File: src/rtl/spi_master.sv
// spi_master -- single-clock SPI master, mode 0 (CPOL=0, CPHA=0), LSB first.
//
// A transfer of len+1 bits (1..DATA_W) is requested by pulsing start while
// idle. tx_data, len and ss_sel are latched on acceptance; the selected
// slaves are driven low for the whole transfer. SCK runs at clock/(2*DIV).
// MISO is sampled on the same clock edge that raises SCK, and MOSI only
// changes together with a falling SCK (or when a transfer starts), so it is
// always stable across rising edges.
//
// Frame timing for a start accepted at edge T:
//   LEAD  : DIV cycles, SCK low, first bit already on MOSI
//   HIGH  : DIV cycles per bit (MISO captured on entry)
//   LOW   : DIV cycles between bits (next MOSI bit set on entry)
//   TRAIL : DIV cycles after the last HIGH, SCK low, MOSI held
//   done pulses at T+1+DIV+2*DIV*(len+1), the cycle SS returns high.
//
// Ports:
//   clock    in   system clock, rising edge
//   reset    in   synchronous, active-high reset
//   start    in   transfer request (ignored while busy)
//   len      in   transfer length minus one
//   tx_data  in   data to send, bit 0 first
//   ss_sel   in   slave-select mask, 1 selects a slave
//   busy     out  transfer in progress
//   done     out  one-cycle completion pulse
//   rx_data  out  received data, bit 0 first; bits above len read 0
//   sck      out  serial clock, idles low
//   ss       out  active-low slave selects
//   mosi     out  serial data out, idles high
//   miso     in   serial data in

module spi_master #(
    parameter int DIV    = 2,
    parameter int DATA_W = 32,
    parameter int NSS    = 8
) (
    input  logic                      clock,
    input  logic                      reset,
    input  logic                      start,
    input  logic [$clog2(DATA_W)-1:0] len,
    input  logic [DATA_W-1:0]         tx_data,
    input  logic [NSS-1:0]            ss_sel,
    output logic                      busy,
    output logic                      done,
    output logic [DATA_W-1:0]         rx_data,
    output logic                      sck,
    output logic [NSS-1:0]            ss,
    output logic                      mosi,
    input  logic                      miso
);

    localparam int LW = $clog2(DATA_W);
    // Phase counter only has to reach DIV-1; keep at least one bit.
    localparam int CW = (DIV > 1) ? $clog2(DIV) : 1;

    typedef enum logic [2:0] {
        IDLE,
        LEAD,
        HIGH,
        LOW,
        TRAIL
    } state_t;

    state_t              state, state_d;
    logic [CW-1:0]       div_cnt, div_d;
    logic [LW-1:0]       bit_cnt, bit_d;
    logic [LW-1:0]       len_q, len_d;
    logic [DATA_W-1:0]   tx_q, tx_d;
    logic [DATA_W-1:0]   rx_d;
    logic                sck_d;
    logic [NSS-1:0]      ss_d;
    logic                mosi_d;
    logic                busy_d;
    logic                done_d;

    logic                phase_end;
    logic [LW-1:0]       bit_nxt;

    assign phase_end = (div_cnt == CW'(DIV - 1));
    assign bit_nxt   = bit_cnt + LW'(1);

    // ------------------------------------------------------------------
    // State and output registers. All outputs are registered so that SCK,
    // SS and MOSI come straight from flops.
    // ------------------------------------------------------------------
    always_ff @(posedge clock) begin
        if (reset) begin
            state   <= IDLE;
            div_cnt <= '0;
            bit_cnt <= '0;
            len_q   <= '0;
            tx_q    <= '0;
            rx_data <= '0;
            sck     <= 1'b0;
            ss      <= '1;
            mosi    <= 1'b1;
            busy    <= 1'b0;
            done    <= 1'b0;
        end else begin
            state   <= state_d;
            div_cnt <= div_d;
            bit_cnt <= bit_d;
            len_q   <= len_d;
            tx_q    <= tx_d;
            rx_data <= rx_d;
            sck     <= sck_d;
            ss      <= ss_d;
            mosi    <= mosi_d;
            busy    <= busy_d;
            done    <= done_d;
        end
    end

    // ------------------------------------------------------------------
    // Next-state and next-output logic.
    // ------------------------------------------------------------------
    always_comb begin
        state_d = state;
        div_d   = div_cnt + CW'(1);
        bit_d   = bit_cnt;
        len_d   = len_q;
        tx_d    = tx_q;
        rx_d    = rx_data;
        sck_d   = sck;
        ss_d    = ss;
        mosi_d  = mosi;
        busy_d  = busy;
        done_d  = 1'b0;

        case (state)
            IDLE: begin
                div_d = '0;
                // done is high during this IDLE cycle when a frame just
                // ended, so a start here chains frames back to back.
                if (start) begin
                    tx_d    = tx_data;
                    len_d   = len;
                    rx_d    = '0;
                    bit_d   = '0;
                    ss_d    = ~ss_sel;
                    mosi_d  = tx_data[0];
                    sck_d   = 1'b0;
                    busy_d  = 1'b1;
                    state_d = LEAD;
                end
            end

            LEAD: begin
                if (phase_end) begin
                    div_d         = '0;
                    sck_d         = 1'b1;
                    rx_d[bit_cnt] = miso;
                    state_d       = HIGH;
                end
            end

            HIGH: begin
                if (phase_end) begin
                    div_d = '0;
                    sck_d = 1'b0;
                    if (bit_cnt < len_q) begin
                        bit_d   = bit_nxt;
                        mosi_d  = tx_q[bit_nxt];
                        state_d = LOW;
                    end else begin
                        state_d = TRAIL;
                    end
                end
            end

            LOW: begin
                if (phase_end) begin
                    div_d         = '0;
                    sck_d         = 1'b1;
                    rx_d[bit_cnt] = miso;
                    state_d       = HIGH;
                end
            end

            TRAIL: begin
                if (phase_end) begin
                    div_d   = '0;
                    bit_d   = '0;
                    ss_d    = '1;
                    mosi_d  = 1'b1;
                    busy_d  = 1'b0;
                    done_d  = 1'b1;
                    state_d = IDLE;
                end
            end

            default: begin
                div_d   = '0;
                state_d = IDLE;
            end
        endcase
    end

endmodule

File: config.mk
export PLATFORM = sky130hd
export DESIGN_NAME = spi_master
export DESIGN_NICKNAME = d
export VERILOG_FILES = /design/src/rtl/spi_master.sv
export SDC_FILE = /design/constraint.sdc
export NUM_CORES = 1
export LEC_CHECK = 0
export CORE_MARGIN = 2
export CORE_UTILIZATION = 40
export CTS_BUF_LIST = sky130_fd_sc_hd__clkbuf_8
export DETAILED_ROUTE_END_ITERATION = 8
export GPL_ROUTABILITY_DRIVEN = 0
export GPL_TIMING_DRIVEN = 1
export PLACE_DENSITY = 0.66
export SYNTH_ARGS = -nofsm -noshare
export SYNTH_HDL_FRONTEND = slang
export SYNTH_SLANG_ARGS = --single-unit
export TNS_END_PERCENT = 20
File: constraint.sdc
create_clock -name clock -period 7.2 [get_ports clock]
set_input_delay 1.08 -clock clock [delete_from_list [all_inputs] [get_ports clock]]
set_output_delay 1.08 -clock clock [all_outputs]
set_load 0.03 [all_outputs]
# == Word-level counts from Yosys, hierarchy flattened ==
# Cells that the tools add are included.
# totals
regBits,90
inputBits,49
word_cells,78
# classes
n_addsub,2
n_lt_le_gt_ge,4
eq_ne,9
mux,33
bitwise_logic,3
n_reduce_logical,16
# op_table
operator,n
$mux W32,2
$pmux W32 S2,1
$bwmux W32,1
$mux W5,4
$mux W8,2
$pmux W8 S2,1
$mux W3,5
$pmux W5 S3,1
$lt A5 B6 Y1 const B,2
$pmux W3 S4,1
$mux W1,10
$ne A2 B2 Y1 const B,4
$not A8 Y8,1
$reduce_and A4 Y1,2
$eq A3 B2 Y1 const B,2
$pmux W1 S3,2
$reduce_and A3 Y1,2
$reduce_bool A3 Y1,2
$add A5 B1 Y5 const B,1
$bmux W1 S5,1
$demux W1 S5,1
$ge A5 B1 Y1 const B,1
$lt A5 B5 Y1,1
$reduce_and A5 Y1,1
other kinds (13),16

# == Depth between registers and ports, before layout ==
# Gate-level depths: netlist of run 1.
# logic_depth
depth_word,7
ltp_mapped,10

# == Least setup slack after synthesis of run 1 ==
# Ideal clock, no wire load.
# synth_path
kind,reg-to-reg
from,reg bit_cnt[0]
to,reg mosi
setup_ps,123
arrival_ps,2680
t_required_ps,7077
setup_slack_ps,4396
path_stages_with_launch,10
n_path_buf,2
cell_sequence,dfxtp_1 clkbuf_1 inv_1 ha_1 buf_6 mux4_1 mux4_2 mux2_4 a31oi_1 nand3_1
# synth_via
elab_chain_cells,6
word_cells_on_any_way,9
cone_classes,add/sub: 1; order compare: 1; eq/ne: 1; mux: 5; reduce/logical: 1
# synth_lines
element,line_no,rtl
start: declaration,66,"logic [LW-1:0] bit_cnt, bit_d;"
start signal: assignment,102,bit_cnt <= bit_d;
$add A5 B1 Y5,80,assign bit_nxt = bit_cnt + LW'(1);
$bmux W1 S5,163,mosi_d = tx_q[bit_nxt];
$mux W1 (implied by the code),163,
$mux W1,161,if (bit_cnt < len_q) begin
$mux W1,158,if (phase_end) begin
$pmux W1 S3,130,case (state)
end signal: assignment,108,mosi <= mosi_d;
end: declaration,48,"output logic mosi,"
# Several ways; a longest one is shown, not always the timed one. The select of a mux whose other input is x is not followed.
# A chain may end at the register's enable or synchronous reset.

# == Worst setup path in the final report of run 1 ==
# Same ends and word-level chain as after synthesis.

==> out/metrics.cfg, run 1 <==
[sta]
period_share_pct = 45.10
rsz0062_at_grt = false
hold_violations = 0
drv_slew = 0
period_minus_slack_ns = 3.247
setup_violations = 0
final.setup_skew_ns = 0.009065
tns_ns = 0
slew_headroom_pct = 21.94
tightest_slew_ns = 1.168
fmax_mhz = 308.0

[run_status]
status = completed

[route]
drcViolationCount = 0
viasPerCell = 5.176
drt_iter0_markers = 248
vias = 3742
first_pass_iters = 5
postRouteAntennaNets = 0
routed_wl_um = 10140
wl_per_cell_um = 14.02

[critical_path]
slowest_delay_ns = 0.69
path_class = register to register
critPathBufInv = 1
cp.arrival_ns = 3.49
cp_top_family = multiplexers
cp_cell_sequence = inv_1 -> ha_1 -> mux4_1 -> mux4_2 -> mux2_4 -> a31oi_1 -> nand3_1
required_ns = 7.44
cp-end-kind = register
cp_max_fo = 14
slowest_stage = dfxtp_1
startpoint_type = register

[place]
portBuffers = 92
dp_hpwl_um = 6867

[synth]
syn_area_per_cell_um2 = 7.919
syn_area_um2 = 4110
ys_types = 38
ys_seq_area_share_pct = 43.84
syn-num-nets = 576
synthArstFlopShare_pct = 0
synth_top_area_share_pct = 43.84
synthFlopType = dfxtp_1
synth_area_leaders = dfxtp_1, a21oi_1, nand2_1
yosys_register_bits = 90
synth-edff-count = 0
synthCells = 519
synth_warnings = 0
yosys.area.top_type = dfxtp_1

[global_route]
met3_usage_pct = 3.587
grt_pass1_vias = 3553
use_met1_pct = 26.37
grt_usage_pct = 18.80
gr-total-overflow = 0
antenna_found_initial = 0
grt_util_met2_pct = 28.94
grt_max_degree = 91
grt.busiest_layer = met2
grt_pass1_wl_um = 17240

[power_and_ir_drop]
peakVddDrop_mv = 0.1347
p_per_area_nw_per_um2 = 203.5
leakage_nw = 1.883

[final_layout]
diodes = 0
post-route-util_pct = 52.15
layout-drive-gt1-share_pct = 5.111
multi_input_area_um2 = 2090
regArea_um2 = 1802
finalNetCount = 640
fillers = 963
syn2layout_area_growth_pct = 28.65

[cts]
htree_levels = 3
cts_resized = 0
clockBufferDepth = 2
cts_sinks = 90
hold_buffers = 0
cts_buffers = 9
root_buffer = clkbuf_8
cts.clk_slew.worst_paths_ns = 0.09
cts_tree = yes
clkLatencyLatePin_ns = 0.35
postCtsSetupBuffers = 0

[die]
die_w_um = 105.4
initial_core_util_pct = 40.54
design.core.area_um2 = 10140
ios = 93
rows = 37
die_area_um2 = 11100
die_h_um = 105.4

[hold_path]
hold_path_class = register to register

[flow_run]
max_cap_violations = 0

## power breakdown
part | switching, mW | internal [mW]
logic | 0.0716 | 0.0602
clock network | 0.185 | 0.231
registers | 0.0119 | 0.517
## worst paths after layout
check        slack [ns]  endpoint  cells after the start       start
max reg2reg        3.95      mosi                      7  bit_cnt[0]
min reg2reg        0.45  tx_q[21]                      2    tx_q[21]
max                3.95      mosi                      7  bit_cnt[0]
min                0.45  tx_q[21]                      2    tx_q[21]
## metal layers
| metal | wire (um) | share of wire [%] | vias to the layer above |
|---|---|---|---|
| li1 | - | - | 1897 |
| met2 | 4701 | 46 | 126 |
| met5 | 0 | 0 | - |
| met3 | 559 | 5.5 | 10 |
| met4 | 124 | 1.2 | 0 |
| met1 | 4752 | 47 | 1709 |
## worst min-delay path: stages (launching register included)
cell,delay (ns)
dfxtp_1,0.31
nand2_1,0.05
a21oi_1,0.05
## cells by family (layout without fill, tap and decap cells)
group           count (synthesis)  in the layout  synth area share [%]
flops                          90             90                 43.84
fa+ha+maj                       8              8                 2.435
xor+xnor                        5              5                 1.066
buf+inv                        54            122                 5.327
compound gates                165            165                 20.91
simple gates                  182            182                 19.18
mux                            15             15                 7.245
## cell usage in the layout (no fill, tap or decap), drive strengths merged, types with 2 or more instances in the layout
| cell | instances |
|---|---|
| nand2 | 120 |
| a21oi | 106 |
| clkdlybuf4s50 | 91 |
| dfxtp | 90 |
| o21ai | 49 |
| nor2 | 14 |
| inv | 12 |
| nand2b | 11 |
| nand3 | 11 |
| and2 | 9 |
| clkbuf | 9 |
| mux4 | 9 |
| ha | 8 |
| nor3 | 5 |
| buf | 5 |
| mux2 | 4 |
| nor2b | 3 |
| or2 | 3 |
| nor4 | 3 |
| xor2 | 3 |
| bufinv | 3 |
| mux2i | 2 |
| a31oi | 2 |
| xnor2 | 2 |
## metrics by stage
stage               instances  power (mW)  hold WS, ns  cell area [um2]  setup slack [ns]
finish                    723       1.076       0.4546             5288             3.953
global route              723       1.122       0.4728             5288             3.764
CTS                       723       1.085       0.4563             5288             3.914
detailed placement        708      0.6726       0.4441             5049             3.718
global placement          708      0.6707       0.4383             5049             3.892
floorplan                 519      0.6192       0.4315             4110             4.396
## final cells by class
class	count	share of cell area, %
multi-input cells	375	39.52
clock inverters	6	2.177
inverters	11	0.7809
repair buffers	96	17.89
well taps	136	3.218
flip-flops and latches	90	34.07
clock buffers	9	2.343
## flip-flops by register name (all words and copies together), names as in the netlist
signal	cells
bit_cnt	5
busy	1
div_cnt	1
done	1
len_q	5
mosi	1
rx_data	32
sck	1
ss	8
state	3
tx_q	32
## cell usage after synthesis, types with 3 or more instances
cell type,instances
nand3_1,11
dfxtp_1,90
xor2_1,3
nor4_1,3
a21oi_1,106
nor2b_1,3
buf_2,7
and2_1,9
o21ai_0,48
inv_1,11
nand2_1,120
ha_1,8
nor3_1,5
mux2_2,3
mux4_1,7
nor2_1,14
or2_2,3
clkbuf_1,31
nand2b_1,11
buf_1,4
Note: power is estimated with default switching activity, not from simulation.
==> inputs of run 2 (changes only) <==
clock period = 3 ns   (was 7.2 ns; I/O delays follow)
==> out/metrics.cfg, run 2 (synthesized netlist as in run 1, its figures left out) <==
[sta]
fmax_mhz = 366.1  ; +19%
rsz0062_at_grt = false
tightest_slew_ns = 0.7335  ; -0.4345 ns
drv_slew = 0  ; unchanged
slew_headroom_pct = 50.72  ; +29 points
tns_ns = 0  ; unchanged
period_share_pct = 91.05  ; +46 points
setup_violations = 0  ; unchanged
worst_hold_slack_ns = 0.4586  ; +0.004056 ns
hold_violations = 0  ; unchanged
final.setup_skew_ns = 0.01645  ; +0.007384 ns
fin_ws_ns = 0.2684  ; -3.685 ns
period_minus_slack_ns = 2.732  ; -0.5153 ns

[critical_path]
r2r_setup_slack_ns = 0.27  ; -3.68 ns
cp-end-kind = register
required_ns = 3.25  ; -4.19 ns
cp_max_fo = 9  ; -5
cp.arrival_ns = 2.98  ; -0.51 ns
path_class = register to register
startpoint_type = register

[final_layout]
regArea_um2 = 1802  ; unchanged
final_common_cell = nand2_1
layout_common_cells = nand2_1, a21oi_1, clkdlybuf4s50_1
multi_input_area_um2 = 2090  ; unchanged
top_regs = rx_data x32, tx_q x32, ss x8
final_area_um2 = 5285  ; about the same
layout-drive-gt1-share_pct = 6.071  ; +0.96 points
syn2layout_area_growth_pct = 28.58  ; about the same
fillers = 940  ; -2.4%
finalNetCount = 645  ; +0.78%
diodes = 0  ; unchanged

[place]
portBuffers = 92  ; unchanged
placed_area_um2 = 5099  ; +0.99%
dp_hpwl_um = 7069  ; +2.9%
place_ws_ns = 0.2647  ; -3.453 ns

[cts]
cts.clk_slew.worst_paths_ns = 0.09  ; about the same
cts_resized = 0  ; unchanged
clkLatencyLatePin_ns = 0.37  ; +0.02 ns
cts_tree = yes
clockBufferDepth = 2  ; unchanged
htree_levels = 3  ; unchanged
cts_sinks = 90  ; unchanged
hold_buffers = 0  ; unchanged
postCtsSetupBuffers = 0  ; unchanged
cts_buffers = 9  ; unchanged
root_buffer = clkbuf_8

[run_status]
status = completed

[route]
vias = 3823  ; +2.2%
routed_wl_um = 10360  ; +2.2%
drt_iter0_markers = 237  ; -4.4%
wl_per_cell_um = 14.21  ; +1.3%
postRouteAntennaNets = 0  ; unchanged
drcViolationCount = 0  ; unchanged
first_pass_iters = 5  ; unchanged
viasPerCell = 5.244  ; +1.3%

[power_and_ir_drop]
power.switching_mw = 0.6691  ; +150%
peakVddDrop_mv = 0.2070  ; +54%
clkPwrFrac_pct = 33.2  ; -5.4 points
comb_power_share_pct = 13.7  ; +1.5 points
p_per_area_nw_per_um2 = 452.7  ; +120%
power_mw = 2.392  ; +120%
swShare_pct = 27.97  ; +3.0 points
p_seq_share_pct = 53.2  ; +4.1 points
leakage_nw = 1.888  ; +0.27%
p_int_mw = 1.723  ; +110%

[global_route]
grt_pass1_vias = 3458  ; -2.7%
grt_usage_pct = 18.68  ; -0.11 points
grt_pass1_wl_um = 16790  ; -2.6%
grt_max_degree = 91  ; unchanged
gr-total-overflow = 0  ; unchanged
antenna_found_initial = 0  ; unchanged

[die]
die_w_um = 105.4  ; unchanged
ios = 93  ; unchanged
design.core.area_um2 = 10140  ; unchanged
die_area_um2 = 11100  ; unchanged
rows = 37  ; unchanged
die_h_um = 105.4  ; unchanged
initial_core_util_pct = 40.54  ; unchanged

[flow_run]
max_cap_violations = 0  ; unchanged

[hold_path]
hold_path_class = register to register

[run 2: cell count changes in the layout (fill, tap and decap cells not counted), sizes merged]
cell      previous run  this run
bufinv               3         0
clkinv               1         2
clkinvlp             1         2
buf                  5        10
clkbuf               9        10
inv                 12        13
[run 2: power by group through the flow]
stage	registers, mW	clock network, mW	logic (mW)
2_1_floorplan	1.31	0	0.180
3_3_place_gp	1.30	0	0.320
3_5_place_dp	1.30	0	0.327
4_1_cts	1.27	0.810	0.329
5_1_grt	1.28	0.853	0.362
6_report	1.27	0.793	0.327
[run 2: final cells by class]
type                            instances  area share (%)
Timing Repair Buffer                  101           18.84
Inverter                               11          0.7812
Sequential cell                        90           34.09
Tap cell                              136           3.220
Clock buffer                           10           2.604
Multi-Input combinational cell        375           39.54
Clock inverter                          6          0.9233
[run 2: metal layers]
metal / global-route usage [%] / routed length, um / up-vias
li1: - / - / 1909
met1: 24.73 / 4579 / 1779
met2: 30.51 / 5040 / 122
met3: 3.401 / 589 / 13
met4: 6.667 / 146 / 0
met5: 0 / 0 / -
[run 2: metrics by stage]
stage,std cells,utilization [%]
after floorplan,519,-
after global placement,713,50.29
after detailed placement,713,50.29
after CTS,729,52.13
after global routing,729,52.13
final,729,52.13
[run 2: worst max-delay path, cell delays in order (launching register included)]
cell and delay [ns]:
dfxtp_1 0.41, inv_1 0.11, ha_1 0.55, mux4_1 0.60, mux4_2 0.46, mux2_4 0.26, a31oi_1 0.16, nand3_1 0.09
[run 2: worst paths after layout]
kind | startpoint | endpoint | cells after the start
worst max-delay path | bit_cnt[1] | mosi | 7
worst min-delay path | tx_q[13] | tx_q[13] | 2
worst max register to register | bit_cnt[1] | mosi | 7
worst min register to register | tx_q[13] | tx_q[13] | 2
